<file path="src/rtl/imt_apb_initiator_pkg.sv">
// Shared definitions for the APB initiator slice.
//   APB_AW / APB_DW        : address and data widths of the APB side.
//   TIMEOUT_CYCLES_DEFAULT : default limit on ACCESS wait cycles; 0 disables it.
//   apb_state_e            : transfer FSM states.
package imt_apb_pkg;

  localparam int unsigned APB_AW                 = 32;
  localparam int unsigned APB_DW                 = 32;
  localparam int unsigned TIMEOUT_CYCLES_DEFAULT = 255;
  localparam int unsigned WAIT_CNT_W             = 8;

  typedef enum logic [1:0] {
    IDLE   = 2'd0,
    SETUP  = 2'd1,
    ACCESS = 2'd2,
    RESP   = 2'd3
  } apb_state_e;

endpackage

</file>
<file path="src/rtl/imt_apb_initiator.sv">
// Single-transfer APB initiator: accepts one command, runs SETUP/ACCESS on
// APB, and presents the result on a valid/ready response port.
// Ports:
//   clk_in, reset_int       : clock, synchronous active-high reset
//   cmd_*                   : command request (valid/ready, addr, wdata, write)
//   rsp_*                   : response (valid/ready, rdata, err, timeout)
//   busy                    : FSM is not IDLE
//   PADDR..PSLVERR          : APB master signals
// TIMEOUT_CYCLES bounds the ACCESS cycles with PREADY=0 (0 = unbounded).
module imt_apb_initiator
  import imt_apb_pkg::*;
#(
  parameter int unsigned TIMEOUT_CYCLES = TIMEOUT_CYCLES_DEFAULT
) (
  input  logic              clk_in,
  input  logic              reset_int,
  input  logic              cmd_valid,
  output logic              cmd_ready,
  input  logic [APB_AW-1:0] cmd_addr,
  input  logic [APB_DW-1:0] cmd_wdata,
  input  logic              cmd_write,
  output logic              rsp_valid,
  input  logic              rsp_ready,
  output logic [APB_DW-1:0] rsp_rdata,
  output logic              rsp_err,
  output logic              rsp_timeout,
  output logic              busy,
  output logic [APB_AW-1:0] PADDR,
  output logic              PSEL,
  output logic              PENABLE,
  output logic              PWRITE,
  output logic [APB_DW-1:0] PWDATA,
  input  logic [APB_DW-1:0] PRDATA,
  input  logic              PREADY,
  input  logic              PSLVERR
);

  // The counter holds the number of wait cycles already seen, so the abort
  // fires in the ACCESS cycle where it equals TIMEOUT_CYCLES-1 with PREADY=0.
  localparam bit                     TO_EN   = (TIMEOUT_CYCLES != 0);
  localparam int unsigned            TO_LIM  = TO_EN ? (TIMEOUT_CYCLES - 1) : 0;
  localparam logic [WAIT_CNT_W-1:0]  TO_LAST = WAIT_CNT_W'(TO_LIM);

  apb_state_e              state_q,       state_d;
  logic [APB_AW-1:0]       paddr_q,       paddr_d;
  logic [APB_DW-1:0]       pwdata_q,      pwdata_d;
  logic                    pwrite_q,      pwrite_d;
  logic [APB_DW-1:0]       rsp_rdata_q,   rsp_rdata_d;
  logic                    rsp_err_q,     rsp_err_d;
  logic                    rsp_timeout_q, rsp_timeout_d;
  logic [WAIT_CNT_W-1:0]   wait_cnt_q,    wait_cnt_d;

  always_ff @(posedge clk_in) begin
    if (reset_int) begin
      state_q       <= IDLE;
      paddr_q       <= '0;
      pwdata_q      <= '0;
      pwrite_q      <= 1'b0;
      rsp_rdata_q   <= '0;
      rsp_err_q     <= 1'b0;
      rsp_timeout_q <= 1'b0;
      wait_cnt_q    <= '0;
    end else begin
      state_q       <= state_d;
      paddr_q       <= paddr_d;
      pwdata_q      <= pwdata_d;
      pwrite_q      <= pwrite_d;
      rsp_rdata_q   <= rsp_rdata_d;
      rsp_err_q     <= rsp_err_d;
      rsp_timeout_q <= rsp_timeout_d;
      wait_cnt_q    <= wait_cnt_d;
    end
  end

  always_comb begin
    state_d       = state_q;
    paddr_d       = paddr_q;
    pwdata_d      = pwdata_q;
    pwrite_d      = pwrite_q;
    rsp_rdata_d   = rsp_rdata_q;
    rsp_err_d     = rsp_err_q;
    rsp_timeout_d = rsp_timeout_q;
    wait_cnt_d    = wait_cnt_q;

    unique case (state_q)
      IDLE: begin
        if (cmd_valid) begin
          paddr_d    = cmd_addr;
          pwdata_d   = cmd_wdata;
          pwrite_d   = cmd_write;
          wait_cnt_d = '0;
          state_d    = SETUP;
        end
      end
      SETUP: begin
        state_d = ACCESS;
      end
      ACCESS: begin
        // Completion is checked first so PREADY wins over a same-cycle timeout.
        if (PREADY) begin
          rsp_rdata_d   = pwrite_q ? '0 : PRDATA;
          rsp_err_d     = PSLVERR;
          rsp_timeout_d = 1'b0;
          state_d       = RESP;
        end else if (TO_EN && (wait_cnt_q == TO_LAST)) begin
          rsp_rdata_d   = '0;
          rsp_err_d     = 1'b1;
          rsp_timeout_d = 1'b1;
          state_d       = RESP;
        end else if (wait_cnt_q != '1) begin
          wait_cnt_d = wait_cnt_q + 1'b1;
        end
      end
      RESP: begin
        if (rsp_ready) begin
          state_d = IDLE;
        end
      end
      default: begin
        state_d = IDLE;
      end
    endcase
  end

  assign cmd_ready   = (state_q == IDLE);
  assign busy        = (state_q != IDLE);
  assign rsp_valid   = (state_q == RESP);
  assign rsp_rdata   = rsp_rdata_q;
  assign rsp_err     = rsp_err_q;
  assign rsp_timeout = rsp_timeout_q;
  assign PSEL        = (state_q == SETUP) || (state_q == ACCESS);
  assign PENABLE     = (state_q == ACCESS);
  assign PADDR       = paddr_q;
  assign PWRITE      = pwrite_q;
  assign PWDATA      = pwdata_q;

endmodule

</file>
<file path="config.mk">
export PLATFORM = sky130hd
export DESIGN_NAME = imt_apb_initiator
export DESIGN_NICKNAME = d
export VERILOG_FILES = /design/src/rtl/imt_apb_initiator_pkg.sv /design/src/rtl/imt_apb_initiator.sv
export SDC_FILE = /design/constraint.sdc
export NUM_CORES = 1
export LEC_CHECK = 0
export ABC_CLOCK_PERIOD_IN_PS = 4700
export BUFFER_PORTS_ARGS = -buffer_cell sky130_fd_sc_hd__buf_2
export CELL_PAD_IN_SITES_DETAIL_PLACEMENT = 1
export CELL_PAD_IN_SITES_GLOBAL_PLACEMENT = 2
export CORE_ASPECT_RATIO = 0.8
export CORE_MARGIN = 8
export CORE_UTILIZATION = 26
export CTS_BUF_LIST = sky130_fd_sc_hd__clkbuf_16
export CTS_CLUSTER_SIZE = 12
export DETAILED_ROUTE_END_ITERATION = 8
export GPL_TIMING_DRIVEN = 0
export MAX_ROUTING_LAYER = met4
export PLACE_DENSITY_LB_ADDON = 0.08
export SETUP_SLACK_MARGIN = 0.5
export SYNTH_ARGS = -nofsm -noshare
export SYNTH_HDL_FRONTEND = slang
export SYNTH_SLANG_ARGS = --single-unit
</file>
<file path="constraint.sdc">
create_clock -name clk_in -period 4.7 [get_ports clk_in]
set_clock_uncertainty 0.05 [all_clocks]
set_input_delay 0.94 -clock clk_in [delete_from_list [all_inputs] [get_ports clk_in]]
set_output_delay 0.94 -clock clk_in [all_outputs]
set_load 0.01 [all_outputs]
</file>
== After elaboration in Yosys (flattened, before gate mapping) ==
Cells that the tools add are included.
Word-level totals
  word-level logic and storage cells: 45
  register bits after elaboration: 109
  output and inout bits: 104
Cells by class
  $add $sub $neg: 1
  equal/unequal tests: 11
  multiplexer cells: 16
  reduce and logical (&&, ||, !) cells: 9
Operators with widths (number)
  $mux 32: 3
  $mux 8: 4
  $pmux 8 s2: 1
  $add 8x1->8 const B: 1
  $eq 8x8->1 const B: 1
  $mux 2: 4
  $ne 8x8->1 const B: 1
  $pmux 2 s4: 1
  $ne 2x2->1 const B: 3
  $reduce_bool 2->1: 3
  $reduce_and 5->1: 1
  $eq 2x2->1 const B: 2
  $ne 2x1->1 const B: 2
  $reduce_and 2->1: 2
  $mux 1: 3
  $ne 3x1->1 const B: 1
  $reduce_and 3->1: 1
  $eq 2x1->1 const B: 1
  $logic_not 2->1: 1
  $logic_or 1x1->1: 1

== Logic depth before layout (Yosys ltp) ==
Gate-level depths: netlist of the first run.
  depth after elaboration: 5
  gate-level depth with buffers: 7
  mapped depth without buffers: 6

== Worst setup path after synthesis of the first run ==
OpenSTA, ideal clock, no wires.
  path kind: input to register
  start point: input port reset_int
  end point: register wait_cnt_q[4]
  path buffers: 1
  stages: 5
  data required time: 4.529 ns
  path slack: 2.676 ns
  data arrival time: 1.853 ns
  library setup time: 0.121 ns
  cell sequence: buf_2 -> nand2b_1 -> a21oi_1 -> and3_1 -> mux2_2
RTL lines
  from (decl): RTL line imt_apb_initiator.sv:16  | input logic reset_int,
  to (signal assigned): RTL line imt_apb_initiator.sv:71  | wait_cnt_q <= wait_cnt_d;
  to (decl): RTL line imt_apb_initiator.sv:51  | logic [WAIT_CNT_W-1:0] wait_cnt_q, wait_cnt_d;

== Worst setup path in the final report of the first run ==
  start point: register state_q[0]
  end point: output port busy
On the way
  word-level cells in the longest chain between the ends: 1
RTL lines
  from (decl): RTL line imt_apb_initiator.sv:44  | apb_state_e state_q, state_d;
  from (signal assigned): RTL line imt_apb_initiator.sv:64  | state_q <= state_d;
  $reduce_bool 2->1: RTL line imt_apb_initiator.sv:126  | assign busy = (state_q != IDLE);
  to (decl): RTL line imt_apb_initiator.sv:27  | output logic busy,
Every way passes these cells.

==> impl_metrics.ini, run 1 <==
[clocking]
cts_resized = 0
clock-sinks = 109
post-cts-setup-buffer-count = 0
clk_latency_ns = 0.34
hold_buffers = 0
clk_pin_slew_ns = 0.07
cts_tree = built
cts-root-buf = clkbuf_16
h-tree-depth = 3
clockBufferDepth = 2
numCtsBuffers = 9

[grt]
grt_max_degree = 19
grt-ovfl-total = 0
antenna_found_initial = 2
grt_util_all_layers = 0.144
grt_pass1_vias = 4312
grt_pass1_wl_microns = 22400

[sta]
fmax_mhz = 427
setup_violations = 0
setup_tns_ns = 0
post-route-period-util = 0.498
slew_violations = 0
hold_viol_final = 0
slew_headroom = 0.602
worstMarginPinSlew_ns = 0.595
period_needed_ns = 2.34
rsz0062_at_grt = no
setup_slack_ns = 2.36

[logic_synthesis]
synth_top_family_by_area = simple AND/OR/NAND/NOR gates
synth.top_cells.by_area = dfxtp_1 (54%), nand2_1 (14%), a21oi_1 (8.4%)
synth-edff-count = 0
yosys_warnings = 0
synthMuxAreaShare = 0.0105
synthXorXnorAreaFrac = 0
synth_cells = 480
synth-compound-area-share = 0.190
async_flop_share = 0
synth.most_common_cell = nand2_1
synthSimpleGateAreaFrac = 0.198
yosysSeqAreaShare = 0.537
syn_area_per_cell_sq_um = 8.46
synth_top_area_frac = 0.537
synth-seq-cells = 109
synth_area_leader_cell = dfxtp_1
synth_area_sq_um = 4060
ys_types = 41
synthAdderAreaFrac = 0.0185
yosys-top-cells-count = nand2_1 (150), dfxtp_1 (109), a21oi_1 (68)
syn-num-nets = 589
synth_ff_type = dfxtp_1

[finish]
regArea_sq_um = 2180
fillCellCount = 1909
area_growth_pct = 40.0
multiInputGateArea_sq_um = 1700
fin_nets = 806
drive_above_1_share = 0.339

[route]
avgViaCountPerCell = 4.52
first_pass_iters = 4
vias = 4150
drt_wl_total_microns = 14400
drtAntennaViolNets = 0
initialDrtViolationCount = 138
wl_per_cell_microns = 15.7
drc = 0

[critical_path]
endpoint_kind = output pin
required_ns = 3.71
critical-path-slowest-cell = ha_1
cp_top_family = buffers and inverters
r2r-start = state_q[1]$_SDFFE_PP0P_
r2r_setup_slack_ns = 2.59
worstRegToRegCells = 7
crit_path_max_incr_delay_ns = 0.32
cp_common_cell = inv_1
r2r-end = PADDR[29]$_SDFFE_PP0P_
start_kind = flop
crit_chain = inv_1 -> ha_1 -> inv_1 -> buf_2
crit_arrival_ns = 1.35
critPathKind = flop to output pin
critPathMaxFanout = 6
timing.critical_path.buf_inv = 3

[floorplan]
fp-row-count = 41
die_x_microns = 156
start_util = 0.261
core_sq_um = 15500
dieArea_sq_um = 19900
io_pins = 207
die_h_microns = 128

[pwr]
leakage_nw = 2.64
powerDensity_nw_per_um2 = 471
vdd.ir_drop.worst_v = 0.000197

[placement]
preCtsSetupSlack_ns = 2.18
place_hpwl_microns = 11400
place_congestion = 0.768
port_buffers = 206

[worst_hold_path]
holdCritPathClass = flop to flop
hold_start = PADDR[10]$_SDFFE_PP0P_
hold_end = PADDR[10]$_SDFFE_PP0P_
worstHoldPathCells = 2

[flow_run]
cap_violations = 0

[status]
outcome = finished clean
## final cells by class
class	count	share of cell area
antenna	2	0.000880
multi-input combinational	328	0.298
sequential	109	0.384
inverter	11	0.00726
clock buffer	9	0.0396
tap	215	0.0473
clock inverter	7	0.0167
buffer	32	0.0249
timing repair buffer	206	0.181
## sequential cells by signal (all words and copies together) (netlist names)
signal and count:
PADDR 32, PWDATA 32, rsp_rdata 32, wait_cnt_q 8, state_q 2, PWRITE 1
rsp_err 1, rsp_timeout 1
## worst max path at each step
stage / from / end / slack, ns / cells after the start
floorplan: reset_int / wait_cnt_q[4]$_SDFFE_PP0P_ / 2.68 / 5
finish: state_q[0]$_SDFFE_PP0P_ / busy / 2.36 / 4
CTS: state_q[1]$_SDFFE_PP0P_ / busy / 2.33 / 4
global route: state_q[1]$_SDFFE_PP0P_ / busy / 2.26 / 4
detailed placement: reset_int / PWDATA[13]$_SDFFE_PP0P_ / 2.18 / 5
global placement: reset_int / wait_cnt_q[4]$_SDFFE_PP0P_ / 2.22 / 6
## cells in the final DEF, fill, tap and decap left out, types with 3 or more instances in the layout
| cell | Yosys | routed |
|---|---|---|
| o21ai_0 | 18 | 18 |
| a21oi_1 | 68 | 68 |
| clkbuf_1 | 17 | 17 |
| a31oi_1 | 5 | 5 |
| and2_1 | 3 | 3 |
| dfxtp_1 | 109 | 109 |
| ha_1 | 6 | 6 |
| nand4_1 | 6 | 6 |
| a22o_1 | 17 | 17 |
| nand3_1 | 17 | 17 |
| buf_2 | 5 | 211 |
| o22ai_1 | 3 | 3 |
| nor2_1 | 5 | 5 |
| and3_1 | 3 | 3 |
| nand2_1 | 150 | 150 |
| buf_1 | 7 | 7 |
| inv_1 | 11 | 11 |
| clkbuf_16 | 0 | 9 |
## metal layers
metal | up-vias | global-route usage | wire length [microns]
met5 | - | - | 0
met4 | 0 | 0.0376 | 115
met3 | 9 | 0.0593 | 1320
met2 | 143 | 0.214 | 6330
met1 | 1930 | 0.177 | 6620
li1 | 2068 | - | -
## logic make-up after synthesis
family,Yosys count
adder cells (fa/ha/maj),6
buffers and inverters,43
flip-flops,109
AND/OR/NAND/NOR,192
multiplexers,4
AO/OA/AOI/OAI,126
## tightest hold or removal path: cells and delay by family, from the launching register on
kind | cells | cell delay (ns)
AO/OA/AOI/OAI | 1 | 0.05
flip-flops | 1 | 0.31
AND/OR/NAND/NOR | 1 | 0.05
## metrics by stage
step / total power [mW] / hold slack [ns] / utilization / instance area [sq um] / instances
floorplan: 1.56 / 0.429 / - / 4060 / 480
global placement: 1.87 / 0.389 / 0.345 / 5360 / 901
detailed placement: 1.89 / 0.396 / 0.345 / 5360 / 901
CTS: 2.74 / 0.406 / 0.365 / 5680 / 917
global route: 2.86 / 0.425 / 0.366 / 5690 / 919
finish: 2.68 / 0.405 / 0.366 / 5690 / 919
## report_power, final
| part | switching, mW | internal (mW) |
|---|---|---|
| Clock | 0.353 | 0.470 |
| Combinational | 0.482 | 0.272 |
| Sequential | 0.0605 | 1.04 |
Power figures use the tool's default switching activity.
==> run 2, diff against run 1 <==
ABC_CLOCK_PERIOD_IN_PS = 2400   (was 4700)
CORE_UTILIZATION = 24   (was 26)
clock period = 2.4 ns   (was 4.7 ns; I/O delays follow)
==> impl_metrics.ini, run 2 (same netlist as run 1, synthesis figures left out) <==
[status]
outcome = finished clean

[finish]
mostFrequentLayoutCell = buf_2
drive_above_1_share = 0.366
regArea_sq_um = 2190
multiInputGateArea_sq_um = 1740
final_cell_mix = buf_2 (211), nand2_1 (150), dfxtp_1 (105), a21oi_1 (67), o21ai_0 (18)
fillCellCount = 2053
area_growth_pct = 40.9
fin_nets = 806

[sta]
slew_violations = 0
period_needed_ns = 1.77
post-route-period-util = 0.739
fmax_mhz = 564
setup_tns_ns = 0
worstMarginPinSlew_ns = 0.527
rsz0062_at_grt = no
holdWs_ns = 0.292
slew_headroom = 0.647
hold_viol_final = 0
setup_violations = 0

[route]
wl_per_cell_microns = 15.7
vias = 4109
initialDrtViolationCount = 89
avgViaCountPerCell = 4.45
first_pass_iters = 4
drt_wl_total_microns = 14500
drtAntennaViolNets = 0
drc = 0

[pwr]
power.share.combinational = 0.309
powerDensity_nw_per_um2 = 891
switching_share = 0.343
clockPowerShare = 0.266
power.internal_mw = 3.35
vdd.ir_drop.worst_v = 0.000305
p_sw_mw = 1.75
p_seq_frac = 0.425
leakage_nw = 2.65

[critical_path]
critPathMaxFanout = 10
endpoint_kind = flop
critPathKind = flop to flop
start_kind = flop
required_ns = 2.62
crit_arrival_ns = 2.00

[floorplan]
die_h_microns = 132
start_util = 0.245
core_sq_um = 16600
fp-row-count = 42
die_x_microns = 161
dieArea_sq_um = 21400
io_pins = 207

[grt]
grt_util_all_layers = 0.137
grt-ovfl-total = 0
antenna_found_initial = 2
grt_pass1_vias = 4377
grt_max_degree = 17
grt_pass1_wl_microns = 23100
gr-usage-met2 = 0.208
met3_usage = 0.0571
grt_use_met1 = 0.164
grt_most_used_layer = met2

[clocking]
clock-sinks = 109
h-tree-depth = 3
clk_latency_ns = 0.35
cts_tree = built
hold_buffers = 0
clockBufferDepth = 2
numCtsBuffers = 9
clk_pin_slew_ns = 0.07
post-cts-setup-buffer-count = 0
cts-root-buf = clkbuf_16

[placement]
port_buffers = 206
place_hpwl_microns = 11300
place_congestion = 0.778

[flow_run]
cap_violations = 0

[worst_hold_path]
holdCritPathClass = input pin to flop
==> run 2: cell count changes in the layout (fill, tap and decap cells not counted), moves of 4 or more <==
cell | before | now
clkbuf_4 | 0 | 9
dfxtp_2 | 0 | 4
dfxtp_1 | 109 | 105
buf_1 | 7 | 1
clkbuf_1 | 17 | 11
==> run 2: worst paths after layout <==
kind                                     end               startpoint  slack [ns]  depth (start not counted)
setup / recovery  wait_cnt_q[5]$_SDFFE_PP0P_  state_q[0]$_SDFFE_PP0P_        0.63                          7
hold / removal    rsp_rdata[15]$_SDFFE_PP0P_               PRDATA[15]        0.29                          2
setup reg to reg  wait_cnt_q[5]$_SDFFE_PP0P_  state_q[0]$_SDFFE_PP0P_        0.63                          7
hold reg to reg       PADDR[29]$_SDFFE_PP0P_   PADDR[29]$_SDFFE_PP0P_        0.41                          2
==> run 2: cell type report <==
type                       instances  area share
sequential                       109       0.382
buffer                            32      0.0317
multi-input combinational        328       0.304
inverter                          11     0.00722
antenna                            3     0.00131
timing repair buffer             206       0.180
clock buffer                       9      0.0394
tap                              220      0.0481
clock inverter                     5     0.00547
==> run 2: metrics by stage <==
stage	std cells	worst slack, ns	total power, mW	utilization	cell area, sq um
after CTS	920	0.503	5.14	0.341	5640
after detailed placement	906	0.240	3.71	0.324	5370
final	923	0.627	5.09	0.346	5720
after floorplan	480	0.709	3.06	-	4060
after global placement	906	0.325	3.67	0.324	5370
after global routing	922	0.524	5.49	0.345	5720
==> run 2: timing repair <==
action | 4_1_cts | 5_1_grt
setup endpoints to repair | 57 | 93
pin swaps | 2 | 4
gates resized for setup | 13 | 28
==> run 2: worst max-delay path: stages (launching register included) <==
cell and delay, ns:
dfxtp_2 0.34, inv_2 0.07, ha_2 0.21, buf_4 0.18
mux2_4 0.30, o211ai_1 0.25, a31oi_1 0.15, o22ai_1 0.14
==> run 2: layer usage <==
layer | vias up | share of wire
met4 | 0 | 0.015
met3 | 13 | 0.081
met2 | 120 | 0.45
met5 | - | 0
li1 | 2072 | -
met1 | 1904 | 0.46
==> run 2: power groups by stage <==
| stage | combinational [mW] | sequential [mW] | clock (mW) |
|---|---|---|---|
| global route | 1.78 | 2.20 | 1.51 |
| CTS | 1.54 | 2.16 | 1.44 |
| floorplan | 0.769 | 2.29 | 0 |
| global placement | 1.48 | 2.19 | 0 |
| detailed placement | 1.51 | 2.20 | 0 |
| finish | 1.58 | 2.17 | 1.35 |
